==> config.mk <==
export PLATFORM = sky130hd
export DESIGN_NAME = bt_msg_receiver_flat
export DESIGN_NICKNAME = d
export VERILOG_FILES = /design/src/rtl/bt_msg_receiver_if.sv /design/src/rtl/bt_msg_receiver.sv /design/src/flat_wrapper.sv
export SDC_FILE = /design/constraint.sdc
export NUM_CORES = 1
export LEC_CHECK = 0
export ABC_AREA = 1
export CORE_MARGIN = 1
export CORE_UTILIZATION = 66
export CTS_BUF_LIST = sky130_fd_sc_hd__clkbuf_8
export CTS_CLUSTER_SIZE = 30
export DETAILED_ROUTE_END_ITERATION = 6
export MAX_ROUTING_LAYER = met4
export PLACE_DENSITY = 0.86
export SYNTH_ARGS = -nofsm -noshare
export SYNTH_HDL_FRONTEND = slang
export SYNTH_SLANG_ARGS = --single-unit
==> constraint.sdc <==
create_clock -name clk_50M -period 3.1 [get_ports clk_50M]
set_input_delay 0.31 -clock clk_50M [delete_from_list [all_inputs] [get_ports clk_50M]]
set_output_delay 0.31 -clock clk_50M [all_outputs]
set_load 0.05 [all_outputs]
==> src/rtl/bt_msg_receiver_if.sv <==
// bt_msg_receiver_if: serial input, received-byte status and message buffer read port of the BT receiver
interface bt_msg_receiver_if;
  logic       uart_rx;
  logic [7:0] rx_byte;
  logic       rx_byte_valid;
  logic       frame_err;
  logic       overflow_err;
  logic       msg_valid;
  logic [4:0] msg_len;
  logic [4:0] msg_rd_addr;
  logic [7:0] msg_rd_data;
  logic       msg_ack;
  modport master (
    output uart_rx, msg_rd_addr, msg_ack,
    input  rx_byte, rx_byte_valid, frame_err, overflow_err, msg_valid, msg_len, msg_rd_data
  );
  modport slave (
    input  uart_rx, msg_rd_addr, msg_ack,
    output rx_byte, rx_byte_valid, frame_err, overflow_err, msg_valid, msg_len, msg_rd_data
  );
endinterface

==> src/rtl/bt_msg_receiver.sv <==
// bt_msg_receiver: 8N1 UART receiver plus '#'-terminated message assembler with an addressable buffer
module bt_msg_receiver #(
  parameter int         CLKS_PER_BIT = 434,
  parameter int         MAX_LEN      = 16,
  parameter logic [7:0] TERM_CHAR    = 8'h23
) (
  input logic clk_50M,
  input logic rst,
  bt_msg_receiver_if.slave bus
);
  localparam int CW = $clog2(CLKS_PER_BIT);
  localparam logic [CW-1:0] HALF_M1 = CW'(CLKS_PER_BIT / 2 - 1);
  localparam logic [CW-1:0] FULL_M1 = CW'(CLKS_PER_BIT - 1);
  localparam logic [4:0] MAX_C = 5'(MAX_LEN);
  typedef enum logic [1:0] {S_IDLE, S_START, S_DATA, S_STOP} rx_t;
  typedef enum logic [1:0] {A_COLLECT, A_DISCARD, A_HOLD} asm_t;
  logic [1:0] r_sync, r_live;
  logic r_prev;
  logic w_rx, w_fall;
  rx_t r_rx_st, w_rx_nx;
  logic [CW-1:0] r_cnt;
  logic [2:0] r_bit;
  logic [7:0] r_data, r_byte;
  logic r_byte_valid, r_frame_err;
  logic w_half, w_full, w_cnt_clr, w_shift, w_ok, w_bad;
  asm_t r_asm_st, w_asm_nx;
  logic [4:0] r_count, r_len;
  logic [7:0] r_buf [32];
  logic [7:0] r_rd_data;
  logic r_msg_valid, r_ovf;
  logic w_acc, w_term, w_full_buf, w_wr, w_ovf, w_latch, w_cnt_zero;
  // r_live masks the preset synchroniser output so a line held low out of reset cannot fake an edge
  assign w_rx   = r_sync[1];
  assign w_fall = r_prev & ~w_rx;
  always_ff @(posedge clk_50M) begin
    if (rst) begin
      r_sync <= 2'b11;
      r_live <= 2'b00;
      r_prev <= 1'b0;
    end else begin
      r_sync <= {r_sync[0], bus.uart_rx};
      r_live <= {r_live[0], 1'b1};
      r_prev <= w_rx & r_live[1];
    end
  end
  always_ff @(posedge clk_50M) r_rx_st <= rst ? S_IDLE : w_rx_nx;
  assign w_half = r_cnt == HALF_M1;
  assign w_full = r_cnt == FULL_M1;
  always_comb begin
    w_rx_nx = r_rx_st;
    unique case (r_rx_st)
      S_IDLE:  w_rx_nx = w_fall ? S_START : S_IDLE;
      S_START: w_rx_nx = w_half ? (w_rx ? S_IDLE : S_DATA) : S_START;
      S_DATA:  w_rx_nx = (w_full && r_bit == 3'd7) ? S_STOP : S_DATA;
      S_STOP:  w_rx_nx = w_full ? S_IDLE : S_STOP;
      default: w_rx_nx = S_IDLE;
    endcase
  end
  always_comb begin
    w_shift   = r_rx_st == S_DATA && w_full;
    w_ok      = r_rx_st == S_STOP && w_full && w_rx;
    w_bad     = r_rx_st == S_STOP && w_full && !w_rx;
    w_cnt_clr = r_rx_st == S_IDLE || (r_rx_st == S_START && w_half) || w_full;
  end
  always_ff @(posedge clk_50M) begin
    if (rst) begin
      r_cnt        <= '0;
      r_bit        <= 3'd0;
      r_data       <= 8'h00;
      r_byte       <= 8'h00;
      r_byte_valid <= 1'b0;
      r_frame_err  <= 1'b0;
    end else begin
      r_cnt        <= w_cnt_clr ? '0 : r_cnt + 1'b1;
      r_bit        <= r_rx_st == S_DATA ? r_bit + 3'(w_shift) : 3'd0;
      r_data       <= w_shift ? {w_rx, r_data[7:1]} : r_data;
      r_byte       <= w_ok ? r_data : r_byte;
      r_byte_valid <= w_ok;
      r_frame_err  <= w_bad;
    end
  end
  assign w_acc      = r_byte_valid;
  assign w_term     = r_byte == TERM_CHAR;
  assign w_full_buf = r_count == MAX_C;
  always_ff @(posedge clk_50M) r_asm_st <= rst ? A_COLLECT : w_asm_nx;
  always_comb begin
    w_asm_nx = r_asm_st;
    unique case (r_asm_st)
      A_COLLECT: w_asm_nx = !w_acc ? A_COLLECT :
                            (w_term && r_count != 5'd0) ? A_HOLD :
                            (!w_term && w_full_buf) ? A_DISCARD : A_COLLECT;
      A_DISCARD: w_asm_nx = (w_acc && w_term) ? A_COLLECT : A_DISCARD;
      A_HOLD:    w_asm_nx = bus.msg_ack ? A_COLLECT : A_HOLD;
      default:   w_asm_nx = A_COLLECT;
    endcase
  end
  // A byte arriving with msg_ack in HOLD is still counted as dropped
  always_comb begin
    w_wr       = r_asm_st == A_COLLECT && w_acc && !w_term && !w_full_buf;
    w_latch    = r_asm_st == A_COLLECT && w_acc && w_term && r_count != 5'd0;
    w_ovf      = w_acc && ((r_asm_st == A_COLLECT && !w_term && w_full_buf) || r_asm_st == A_HOLD);
    w_cnt_zero = (r_asm_st == A_COLLECT && (r_frame_err || (w_acc && !w_term && w_full_buf))) ||
                 (r_asm_st == A_HOLD && bus.msg_ack);
  end
  always_ff @(posedge clk_50M) begin
    if (rst) begin
      r_count     <= 5'd0;
      r_len       <= 5'd0;
      r_msg_valid <= 1'b0;
      r_ovf       <= 1'b0;
      r_rd_data   <= 8'h00;
    end else begin
      r_count     <= w_cnt_zero ? 5'd0 : r_count + 5'(w_wr);
      r_len       <= w_latch ? r_count : r_len;
      r_msg_valid <= w_latch ? 1'b1 : (r_asm_st == A_HOLD && bus.msg_ack) ? 1'b0 : r_msg_valid;
      r_ovf       <= w_ovf;
      r_rd_data   <= bus.msg_rd_addr < MAX_C ? r_buf[bus.msg_rd_addr] : 8'h00;
    end
  end
  always_ff @(posedge clk_50M) begin
    if (w_wr) r_buf[r_count] <= r_byte;
  end
  assign bus.rx_byte       = r_byte;
  assign bus.rx_byte_valid = r_byte_valid;
  assign bus.frame_err     = r_frame_err;
  assign bus.overflow_err  = r_ovf;
  assign bus.msg_valid     = r_msg_valid;
  assign bus.msg_len       = r_len;
  assign bus.msg_rd_data   = r_rd_data;
endmodule

==> src/flat_wrapper.sv <==
// flat-port wrapper written by rule: the top's interface ports become plain ports
module bt_msg_receiver_flat 
#(
  parameter int         CLKS_PER_BIT = 434,
  parameter int         MAX_LEN      = 16,
  parameter logic [7:0] TERM_CHAR    = 8'h23
)
  (clk_50M, rst, bus_uart_rx, bus_msg_rd_addr, bus_msg_ack, bus_rx_byte, bus_rx_byte_valid, bus_frame_err, bus_overflow_err, bus_msg_valid, bus_msg_len, bus_msg_rd_data);
  bt_msg_receiver_if bus_i ();
  input logic clk_50M;
  input logic rst;
  input wire logic [$bits(bus_i.uart_rx)-1:0] bus_uart_rx;
  input wire logic [$bits(bus_i.msg_rd_addr)-1:0] bus_msg_rd_addr;
  input wire logic [$bits(bus_i.msg_ack)-1:0] bus_msg_ack;
  output wire logic [$bits(bus_i.rx_byte)-1:0] bus_rx_byte;
  output wire logic [$bits(bus_i.rx_byte_valid)-1:0] bus_rx_byte_valid;
  output wire logic [$bits(bus_i.frame_err)-1:0] bus_frame_err;
  output wire logic [$bits(bus_i.overflow_err)-1:0] bus_overflow_err;
  output wire logic [$bits(bus_i.msg_valid)-1:0] bus_msg_valid;
  output wire logic [$bits(bus_i.msg_len)-1:0] bus_msg_len;
  output wire logic [$bits(bus_i.msg_rd_data)-1:0] bus_msg_rd_data;
  assign bus_i.uart_rx = bus_uart_rx;
  assign bus_i.msg_rd_addr = bus_msg_rd_addr;
  assign bus_i.msg_ack = bus_msg_ack;
  assign bus_rx_byte = bus_i.rx_byte;
  assign bus_rx_byte_valid = bus_i.rx_byte_valid;
  assign bus_frame_err = bus_i.frame_err;
  assign bus_overflow_err = bus_i.overflow_err;
  assign bus_msg_valid = bus_i.msg_valid;
  assign bus_msg_len = bus_i.msg_len;
  assign bus_msg_rd_data = bus_i.msg_rd_data;
  bt_msg_receiver #(.CLKS_PER_BIT(CLKS_PER_BIT), .MAX_LEN(MAX_LEN), .TERM_CHAR(TERM_CHAR)) u_core (.clk_50M(clk_50M), .rst(rst), .bus(bus_i));
endmodule
Word-level counts from Yosys, hierarchy flattened
Memory sizes are Yosys's and may differ from the RTL's. A register that Yosys moved wholly into a read port is not among the register bits.
Index checks and enable logic that the tools add are counted.
Widths: inputs -> output; s select.
{ "totals": {"reg_bits": 51, "latch_bits": 0, "ramBits": 256, "romBits": 0, "input_bits": 9, "out_inout_bits": 25, "word_cells": 90, "memories": 1} }
{ "op_classes": {"add_sub_neg": 3, "n_mul": 0, "div_mod_pow": 0, "magnitude_cmp": 1, "eq_ne": 10, "shift": 0, "mux": 17, "n_bitwise": 5, "reduce_logical": 37} }
{ "mem_list": {"columns": ["name", "depth", "word_bits", "read_ports", "rd_clocked_by_memory_dff", "write_ports", "line", "rtl"], "rows": [
  ["u_core.r_buf", 32, 8, 1, 1, 1, "bt_msg_receiver.sv:28", "logic [7:0] r_buf [32];"]
]} }
{ "op_table": {"columns": ["operator", "count"], "rows": [
  ["$logic_and 1x1->1", 21],
  ["$mux 2", 6],
  ["$add 9x1->9 const B", 1],
  ["$eq 9x8->1 const B", 1],
  ["$eq 9x9->1 const B", 1],
  ["$mux 1", 9],
  ["$eq 8x6->1 const B", 1],
  ["$pmux 2 s4", 1],
  ["$reduce_or 2->1", 4],
  ["$eq 2x2->1 const B", 3],
  ["$pmux 2 s3", 1],
  ["$add 5x1->5", 1],
  ["$eq 5x5->1 const B", 1],
  ["$logic_or 1x1->1", 5],
  ["$lt 5x5->1 const B", 1],
  ["$reduce_bool 5->1", 1],
  ["$eq 2x1->1 const B", 2],
  ["$logic_not 2->1", 2],
  ["$add 3x1->3", 1],
  ["$eq 3x3->1 const B", 1],
  ["$logic_not 1->1", 3],
  ["$not 1->1", 3],
  ["$and 1x1->1", 2],
  ["$reduce_bool 2->1", 1]
]} }

Depth between registers and ports, before layout
Gate-level depths: netlist of the first run.
{ "depth": {"depth_word": 8, "mapped_depth": 11, "depth_no_buf": 11} }

Worst setup path after synthesis of the first run
Ideal clock, no wire load.
{ "synth_path": {"path_type": "register -> register", "startpoint": "reg u_core.r_byte[3], in the netlist u_core.bus.rx_byte[3]", "endpoint": "mem u_core.r_buf[0][0], enable pin", "setup_time_ns": 0.370, "arrival_ns": 1.923, "required_ns": 2.730, "setup_slack_ns": 0.807, "stages_incl_launch_ff": 9, "path_buffers": 0, "period_less_slack_ns": 2.293, "cell_sequence": "dfxtp_1 > inv_1 > nand2_1 > nor2_1 > nand2_1 > inv_1 > nor3_4 > nand2_1 > nor2_1"} }
{ "synth_between": {"elab_chain_cells": 6} }
{ "synth_lines": {"columns": ["item", "line", "rtl"], "rows": [
  ["from (decl)", "bt_msg_receiver.sv:23", "logic [7:0] r_data, r_byte;"],
  ["from (signal assigned)", "bt_msg_receiver.sv:77", "r_byte <= w_ok ? r_data : r_byte;"],
  ["$eq 8x6->1", "bt_msg_receiver.sv:83", "assign w_term = r_byte == TERM_CHAR;"],
  ["$logic_not 1->1", "bt_msg_receiver.sv:99", "w_wr = r_asm_st == A_COLLECT && w_acc && !w_term && !w_full_buf;"],
  ["$logic_and 1x1->1 (2 in series)", "bt_msg_receiver.sv:99", null],
  ["$mux 1", "bt_msg_receiver.sv:121", "if (w_wr) r_buf[r_count] <= r_byte;"],
  ["$mux 1 (implied by the code)", "bt_msg_receiver.sv:121", null],
  ["to (decl)", "bt_msg_receiver.sv:28", null]
]} }
No other way between the ends.

Worst setup path in the final report of the first run
{ "layout_path": {"startpoint": "reg u_core.r_byte[0], in the netlist u_core.bus.rx_byte[0]", "endpoint": "out bus_rx_byte[0]"} }
{ "layout_lines": {"columns": ["item", "line", "rtl"], "rows": [
  ["to (decl)", "flat_wrapper.sv:15", "output wire logic [$bits(bus_i.rx_byte)-1:0] bus_rx_byte;"]
]} }
No word-level cell between the ends.

==> flow_summary.toml, run 1 <==
[yosys]
synth_top_family_by_area = "simple AND/OR/NAND/NOR gates"
ys_warn_count = 0
synth.avg_cell_area_um2 = 9.35
synth_area_mm2 = 0.00786
synth_cell_types = 28
synthCells = 840
synth_top_area_cell = "edfxtp_1"
synth_simple_gate_area_share_pct = 24.4
ys_seq_area_share_pct = 63.9
synth_top_area_share_pct = 48.9
muxShareOfSynthArea_pct = 0
synth_compound_gate_area_share_pct = 1.46
synthAdderAreaFrac_pct = 1.11
ys_ff_latch = 187
synthXorXnorAreaFrac_pct = 1.23
ys_top_cells_by_area = "edfxtp_1 (49%), dfxtp_1 (15%), nand2_1 (13%), nand3_1 (5.7%), inv_1 (5.5%)"
syn-num-nets = 856

[sta]
slew_headroom_pct = 31.1
fin_crit_sh_pct = 81.8
rsz0062_at_grt = "false"
finalHoldViolCount = 0
final.setup.tns_ps = 0
whs_ps = 398
slew_viol_final = 0
finClkSkew_ps = 11.7
fmax_ghz = 0.394
finalSetupViolCount = 0
period_needed_ps = 2540
tightest_slew_ps = 1030

[route]
wl_met2_um = 8550
drtPass1Iterations = 7
wl_per_cell_um = 17.4
vias = 5871
wl_met1_um = 6940
drt_wl_total_um = 17900
vias_per_cell = 5.71
wl_met3_um = 1890
drc = 4
drt_iter0_markers = 722
top_layer = "met4"
drtAntennaViolNets = 0

[setup_path]
rr_endpoint = "u_core.r_buf[13][2]"
arrival_ps = 2230
slowest_stage = "clkdlybuf4s50_1"
ff2ff_setup_slack_ps = 700
cp_slowest_stage_delay_ps = 960
worstPathCellList = "clkdlybuf4s50_1"
required_ps = 2790
endpoint_kind = "primary output"
critPathMaxFanout = 19
startpoint = "u_core.bus.rx_byte[0]"
reg2reg_depth = 7
worstPathBufferInverterCount = 1
path_class = "flip-flop to primary output"
crit_end = "bus_rx_byte[0]"
critical_path_depth = 1
cpLargestDelayFamily = "buffers and inverters"
rr_startpoint = "u_core.bus.rx_byte[0]"
start_kind = "flip-flop"

[global_routing]
antenna_found_initial = 1
groute.usage.overall_pct = 31.9
grt_start_max_net_pins = 65
grt_pass1_wl_um = 28800
grt_overflow = 0
grt_pass1_vias = 5763

[die]
rows = 39
die_area_mm2 = 0.0123
die_w_um = 111
core_region_area_mm2 = 0.0115
start_util_pct = 68.2
die_h_um = 111
io_pins = 34

[layout]
nNetsFinal = 888
fill_cells = 699
area_growth_pct = 10.6
final_cells = 1029
mostFrequentLayoutCells = "nand2_1 (270), edfxtp_1 (128), inv_1 (116)"
drive_above_1_share_pct = 6.55
finish.instance_area_mm2 = 0.00869
final_common_cell = "nand2_1"
post-route-util_pct = 75.5

[clocking]
ctsHoldBuffers = 0
htree_levels = 4
path_clk_slew_ps = 90
clock_latency_ps = 470
cts_root_buffer = "clkbuf_8"
cts_made_buffers = 17
cts_buffer_depth = 2
cts_resized = 0
cts.sinks = 187
cts_tree = "yes"
cts_setup_buffers = 0

[power_and_ir_drop]
irDropWorstVdd_mv = 0.378
powerDensity_mw_per_mm2 = 517
p_leak_nw = 3.79

[placed_design]
place_congestion = 0.912
placed_cells = 996
place_hpwl_um = 11400
io_buffers = 33
dpl_cell_area_mm2 = 0.00829

[worst_hold_path]
worst_hold_path_type = "input port to flip-flop"

[job]
drv_cap = 0

[run_status]
violations = "design-rule violations"
status = "finished, violations left"
[how the worst min path moves through the flow]
stage,end,depth (start not counted),start
CTS,u_core.r_sync[0],2,bus_uart_rx
finish,u_core.r_sync[0],2,bus_uart_rx
global placement,u_core.r_live[1],2,u_core.r_live[0]
detailed placement,u_core.r_sync[1],1,u_core.r_sync[0]
floorplan,u_core.r_live[1],2,u_core.r_live[0]
global route,u_core.r_sync[0],2,bus_uart_rx
[state kept, by name, summed over array words and instances (netlist names)]
| register | flops |
|---|---|
| u_core.r_prev | 1 |
| u_core.r_count | 5 |
| u_core.r_bit | 3 |
| u_core.bus.rx_byte_valid | 1 |
| u_core.r_asm_st | 2 |
| u_core.bus.rx_byte | 8 |
| u_core.bus.msg_valid | 1 |
| u_core.bus.msg_len | 5 |
| u_core.bus.msg_rd_data | 8 |
| u_core.r_cnt | 9 |
| u_core.r_live | 2 |
| u_core.bus.overflow_err | 1 |
| u_core.r_buf | 128 |
| u_core.r_sync | 2 |
| u_core.r_data | 8 |
| u_core.bus.frame_err | 1 |
| u_core.r_rx_st | 2 |
[where the power goes]
group	switching, mW	internal [mW]	leakage, nW
Sequential	0.00292	2.64	1.39
Combinational	0.142	0.0625	2.19
Clock	0.853	0.797	0.212
[final cells by class]
type	instances	area (um^2)	area share, %
Antenna cell	1	2.50	0.0288
Clock buffer	17	234	2.69
Clock inverter	15	168	1.93
Inverter	119	447	5.14
Multi-Input combinational cell	501	2220	25.5
Sequential cell	187	5020	57.8
Tap cell	143	179	2.06
Timing Repair Buffer	46	423	4.86
[Yosys cell counts]
cell type / number
nor3_1: 4
inv_2: 1
o21ai_0: 2
or2_2: 4
nand3_1: 90
clkbuf_1: 17
xor2_1: 7
a21oi_1: 21
bufbuf_16: 1
edfxtp_1: 128
nor2_1: 80
nand4_2: 1
nor4_1: 1
nand4_1: 3
ha_1: 7
buf_4: 1
nor3_2: 2
nand3_2: 2
dfxtp_1: 59
buf_2: 11
clkinv_1: 2
nand2_1: 270
nor3_4: 1
xnor2_1: 4
nand2_2: 1
inv_1: 116
buf_1: 3
nand3b_1: 1
[through the flow]
| stage | worst slack [ps] | total power, mW |
|---|---|---|
| CTS | 567 | 4.49 |
| global placement | 849 | 2.89 |
| global route | 515 | 4.61 |
| finish | 564 | 4.49 |
| detailed placement | 720 | 2.89 |
| floorplan | 807 | 2.84 |
[cell families (layout without fill, tap and decap cells)]
| group | count (synthesis) | count (layout) |
|---|---|---|
| AOI/OAI and AO/OA | 23 | 23 |
| xor gates and xnor gates | 11 | 11 |
| adders and majority gates | 7 | 7 |
| buffers and inverters | 152 | 197 |
| DFF | 187 | 187 |
| other | 0 | 1 |
| and+or+nand+nor | 460 | 460 |
[layer usage]
layer	vias to the layer above	track usage (%)
li1	2728	-
met1	2724	40.7
met2	361	48.7
met3	58	7.33
met4	0	15.5
met5	-	-
(Power assumes the default switching activity.)
==> run 2, diff against run 1 <==
Settings changed: CORE_UTILIZATION 66 to 55, PLACE_DENSITY 0.86 to 0.76.
Clock period 3.1 ns to 2.2 ns, I/O delays scaled along.
==> flow_summary.toml, run 2 (synthesized netlist as in run 1, its figures left out) <==
[route]
wl_per_cell_um = 14.8
drc = 0
drtPass1Iterations = 5
drt_wl_total_um = 16100
vias = 5537
drt_iter0_markers = 525
drtAntennaViolNets = 0
vias_per_cell = 5.09

[clocking]
htree_levels = 4
cts_made_buffers = 17
cts_tree = "yes"
cts_buffer_depth = 2
cts_root_buffer = "clkbuf_8"
clock_latency_ps = 470
path_clk_slew_ps = 100
cts.sinks = 187
cts_setup_buffers = 0

[placed_design]
io_buffers = 33
place_congestion = 0.872
dpl_cell_area_mm2 = 0.00850
place_hpwl_um = 10500
placed_cells = 1055

[setup_path]
cp_slowest_stage_delay_ps = 850
rr_endpoint = "u_core.r_count[4]"
reg2reg_depth = 9
arrival_ps = 1910
ff2ff_setup_slack_ps = 190
worstPathCellList = "buf_4, clkdlybuf4s50_1"
rr_startpoint = "u_core.r_count[1]"
critPathMaxFanout = 17
start_kind = "flip-flop"
endpoint_kind = "primary output"
slowest_stage = "clkdlybuf4s50_1"
path_class = "flip-flop to primary output"
required_ps = 1980

[layout]
diodes = 0
top_regs = "u_core.r_buf (128), u_core.r_cnt (9)"
top_register = "u_core.r_buf"
final_cells = 1087
nNetsFinal = 910
mostFrequentLayoutCells = "nand2_1 (270), edfxtp_1 (128), inv_1 (117)"
drive_above_1_share_pct = 9.48
finish.instance_area_mm2 = 0.00896
area_growth_pct = 14.0
largest_reg_flops = 128
final_common_cell = "nand2_1"

[global_routing]
antenna_found_initial = 0
grt_start_max_net_pins = 33
grt_pass1_vias = 5261
groute.usage.overall_pct = 24.7
grt_pass1_wl_um = 26000
grt_overflow = 0

[worst_hold_path]
worst_hold_path_type = "input port to flip-flop"
worstHoldEndpoint = "u_core.r_sync[0]"
holdPathStages = 2
worstHoldStart = "bus_uart_rx"

[sta]
fin_crit_sh_pct = 96.8
period_needed_ps = 2130
finalHoldViolCount = 0
rsz0062_at_grt = "false"
fmax_ghz = 0.469
finalSetupViolCount = 0
final.setup.tns_ps = 0
tightest_slew_ps = 584
slew_headroom_pct = 60.9
finClkSkew_ps = 16.0
whs_ps = 311
slew_viol_final = 0

[die]
start_util_pct = 56.4
io_pins = 34
die_area_mm2 = 0.0148
die_w_um = 122
rows = 43
core_region_area_mm2 = 0.0139
die_h_um = 122

[power_and_ir_drop]
irDropWorstVdd_mv = 0.394
p_leak_nw = 3.97
powerDensity_mw_per_mm2 = 728

[job]
drv_cap = 0

[run_status]
status = "finished, final reports clean"
[run 2: cell count changes in the layout (fill, tap and decap cells not counted), sizes merged, moves of 2 or more]
cell           change
buf               +24
clkbuf             +4
clkdlybuf4s50      -4
inv                -3
clkinv             -2
dlymetal6s2s       +2
[run 2: area by class of cell]
class	count	area (um^2)
Clock buffer	21	289
Sequential cell	187	5030
Multi-Input combinational cell	501	2220
Fill cell	1099	4980
Timing Repair Buffer	68	588
Inverter	119	447
Tap cell	180	225
Clock inverter	11	163
[run 2: worst max-delay path: cells and delay by family (launching register included)]
family,cells,cell delay [ps]
DFF,1,340
buffers and inverters,2,1090
[run 2: where the power goes]
| group | total, mW | internal [mW] | leakage [nW] | switching, mW |
|---|---|---|---|---|
| logic | 0.284 | 0.0922 | 2.34 | 0.191 |
| registers | 3.72 | 3.72 | 1.39 | 0.00392 |
| clock network | 2.51 | 1.36 | 0.234 | 1.16 |
[run 2: metal layers]
metal / global-route usage, % / part of all wire [%]
met3: 4.46 / 6.2
met2: 38.8 / 49
met4: 10.0 / 2.0
met5: - / 0
met1: 31.7 / 43
[run 2: worst max path at each step]
stage	slack, ps	depth (start not counted)	to	startpoint
after global placement	270	9	u_core.r_count[4]	u_core.r_count[1]
after detailed placement	210	9	u_core.r_count[4]	u_core.r_count[1]
final	70	2	bus_rx_byte[6]	u_core.bus.rx_byte[6]
after global routing	10	2	bus_rx_byte[6]	u_core.bus.rx_byte[6]
after floorplan	70	10	u_core.r_count[4]	u_core.bus.rx_byte[0]
after CTS	40	2	bus_rx_byte[0]	u_core.bus.rx_byte[0]
[run 2: through the flow]
stage / setup WS, ps / util [%] / total power, mW
detailed placement: 210 / 61.0 / 4.08
global placement: 274 / 61.0 / 4.08
global route: 10.4 / 64.3 / 6.70
CTS: 38.3 / 64.3 / 6.54
floorplan: 73.4 / - / 4.00
finish: 69.9 / 64.3 / 6.52
[run 2: timing repair]
item	in CTS	in global routing
resized for setup	0	2
hold buffers	0	0
endpoints found under the setup margin	0	11
==> run 3, diff against run 2 <==
Settings changed: CORE_MARGIN 1 to 2.
==> flow_summary.toml, run 3 (synthesized netlist as in run 1, its figures left out) <==
[placed_design]
place_ws_ps = 203
place_congestion = 0.895
place_hpwl_um = 10700
io_buffers = 33

[setup_path]
slowest_stage = "clkdlybuf4s50_1"
worstPathCellList = "buf_4, clkdlybuf4s50_1"
cp_slowest_stage_delay_ps = 860
required_ps = 1980
critPathMaxFanout = 17
path_class = "flip-flop to primary output"
endpoint_kind = "primary output"
worstPathBufferInverterCount = 2
cpLargestDelayFamily = "buffers and inverters"
arrival_ps = 1890
start_kind = "flip-flop"

[sta]
finalHoldViolCount = 0
whs_ps = 329
final.setup.tns_ps = 0
slew_viol_final = 0
slew_headroom_pct = 58.0
finClkSkew_ps = 15.9
finalSetupViolCount = 0
tightest_slew_ps = 629
rsz0062_at_grt = "false"
fin_crit_sh_pct = 96.0
period_needed_ps = 2110
fmax_ghz = 0.474
setup_ws_ps = 88.7

[power_and_ir_drop]
switchingPower_mw = 1.28
p_leak_nw = 3.94
irDropWorstVdd_mv = 0.517
intPower_mw = 4.81
power_frac_comb_pct = 4.9
powerDensity_mw_per_mm2 = 685
pwr-share-seq_pct = 61.1
switching_share_pct = 21.0
p_total_mw = 6.09
pwr-share-clk_pct = 34.0

[layout]
mostFrequentLayoutCells = "nand2_1 (270), edfxtp_1 (128), inv_1 (124)"
largest_reg_flops = 128
diodes = 0
area_growth_pct = 13.1
fill_cells = 1134
top_register = "u_core.r_buf"
final_common_cell = "nand2_1"
drive_above_1_share_pct = 8.40
top_regs = "u_core.r_buf (128), u_core.r_cnt (9)"
nNetsFinal = 909

[job]
drv_cap = 0

[clocking]
cts_buffer_depth = 2
clock_latency_ps = 450
cts_root_buffer = "clkbuf_8"
cts.sinks = 187
htree_levels = 4
cts_made_buffers = 17
cts_setup_buffers = 0
path_clk_slew_ps = 80
cts_tree = "yes"

[die]
start_util_pct = 56.4
die_area_mm2 = 0.0153
die_w_um = 124
io_pins = 34
rows = 43
core_region_area_mm2 = 0.0139
die_h_um = 124

[global_routing]
grt_pass1_vias = 5086
grt_pass1_wl_um = 25700
antenna_found_initial = 0
grt_start_max_net_pins = 65
groute.usage.overall_pct = 23.5
grt_overflow = 0

[route]
drt_wl_total_um = 16300
drc = 0
wl_per_cell_um = 15.0
vias_per_cell = 5.08
drtPass1Iterations = 5
drt_iter0_markers = 497
vias = 5512
drtAntennaViolNets = 0

[run_status]
status = "finished, final reports clean"

[worst_hold_path]
worst_hold_path_type = "input port to flip-flop"
run 3: cell types whose count changed in the layout (fill, tap and decap cells not counted):
cell	before	now
clkdlybuf4s50_1	28	30
clkinvlp_4	1	0
bufinv_16	4	2
inv_4	2	0
inv_6	1	0
buf_4	37	32
buf_12	0	3
clkinv_2	2	3
dlymetal6s2s_1	2	1
clkbuf_8	21	18
inv_1	117	124
run 3: routing by layer:
metal	vias to the layer above	GRT usage [%]	wire (um)
met5	-	-	0
met4	0	9.52	487
met3	30	5.35	1200
met2	227	35.0	7360
met1	2497	31.3	7230
li1	2758	-	-
run 3: final timing paths:
check,start,cells past startpoint,end,slack [ps]
setup / recovery,u_core.bus.rx_byte[6],2,bus_rx_byte[6],90
hold / removal,bus_uart_rx,2,u_core.r_sync[0],330
setup reg to reg,u_core.r_count[1],9,u_core.r_count[4],160
hold reg to reg,u_core.r_live[0],2,u_core.r_live[1],410
run 3: power groups by stage:
stage / sequential, mW / clock, mW / combinational (mW)
final: 3.72 / 2.07 / 0.296
after global routing: 3.72 / 2.24 / 0.324
after CTS: 3.72 / 2.11 / 0.293
after detailed placement: 3.80 / 0 / 0.292
after global placement: 3.80 / 0 / 0.290
after floorplan: 3.83 / 0 / 0.165
run 3: cell type report:
cell class                      instances  area (um^2)  share of cell area (%)
Clock buffer                           18          248                    2.79
Multi-Input combinational cell        501         2220                    24.9
Timing Repair Buffer                   67          618                    6.95
Sequential cell                       187         5030                    56.6
Clock inverter                         13          105                    1.18
Inverter                              119          447                    5.02
Tap cell                              180          225                    2.53
run 3: through the flow:
step | area [um^2] | cells | util [%]
2_1_floorplan | 7860 | 840 | -
3_3_place_gp | 8530 | 1054 | 61.2
3_5_place_dp | 8530 | 1054 | 61.2
4_1_cts | 8890 | 1085 | 63.8
5_1_grt | 8890 | 1085 | 63.8
6_report | 8890 | 1085 | 63.8
run 3: timing repair:
item	in CTS	in global routing
setup endpoints to repair	0	1
hold buffers	0	0
endpoints found under the hold margin	0	0
gates resized for setup	0	1
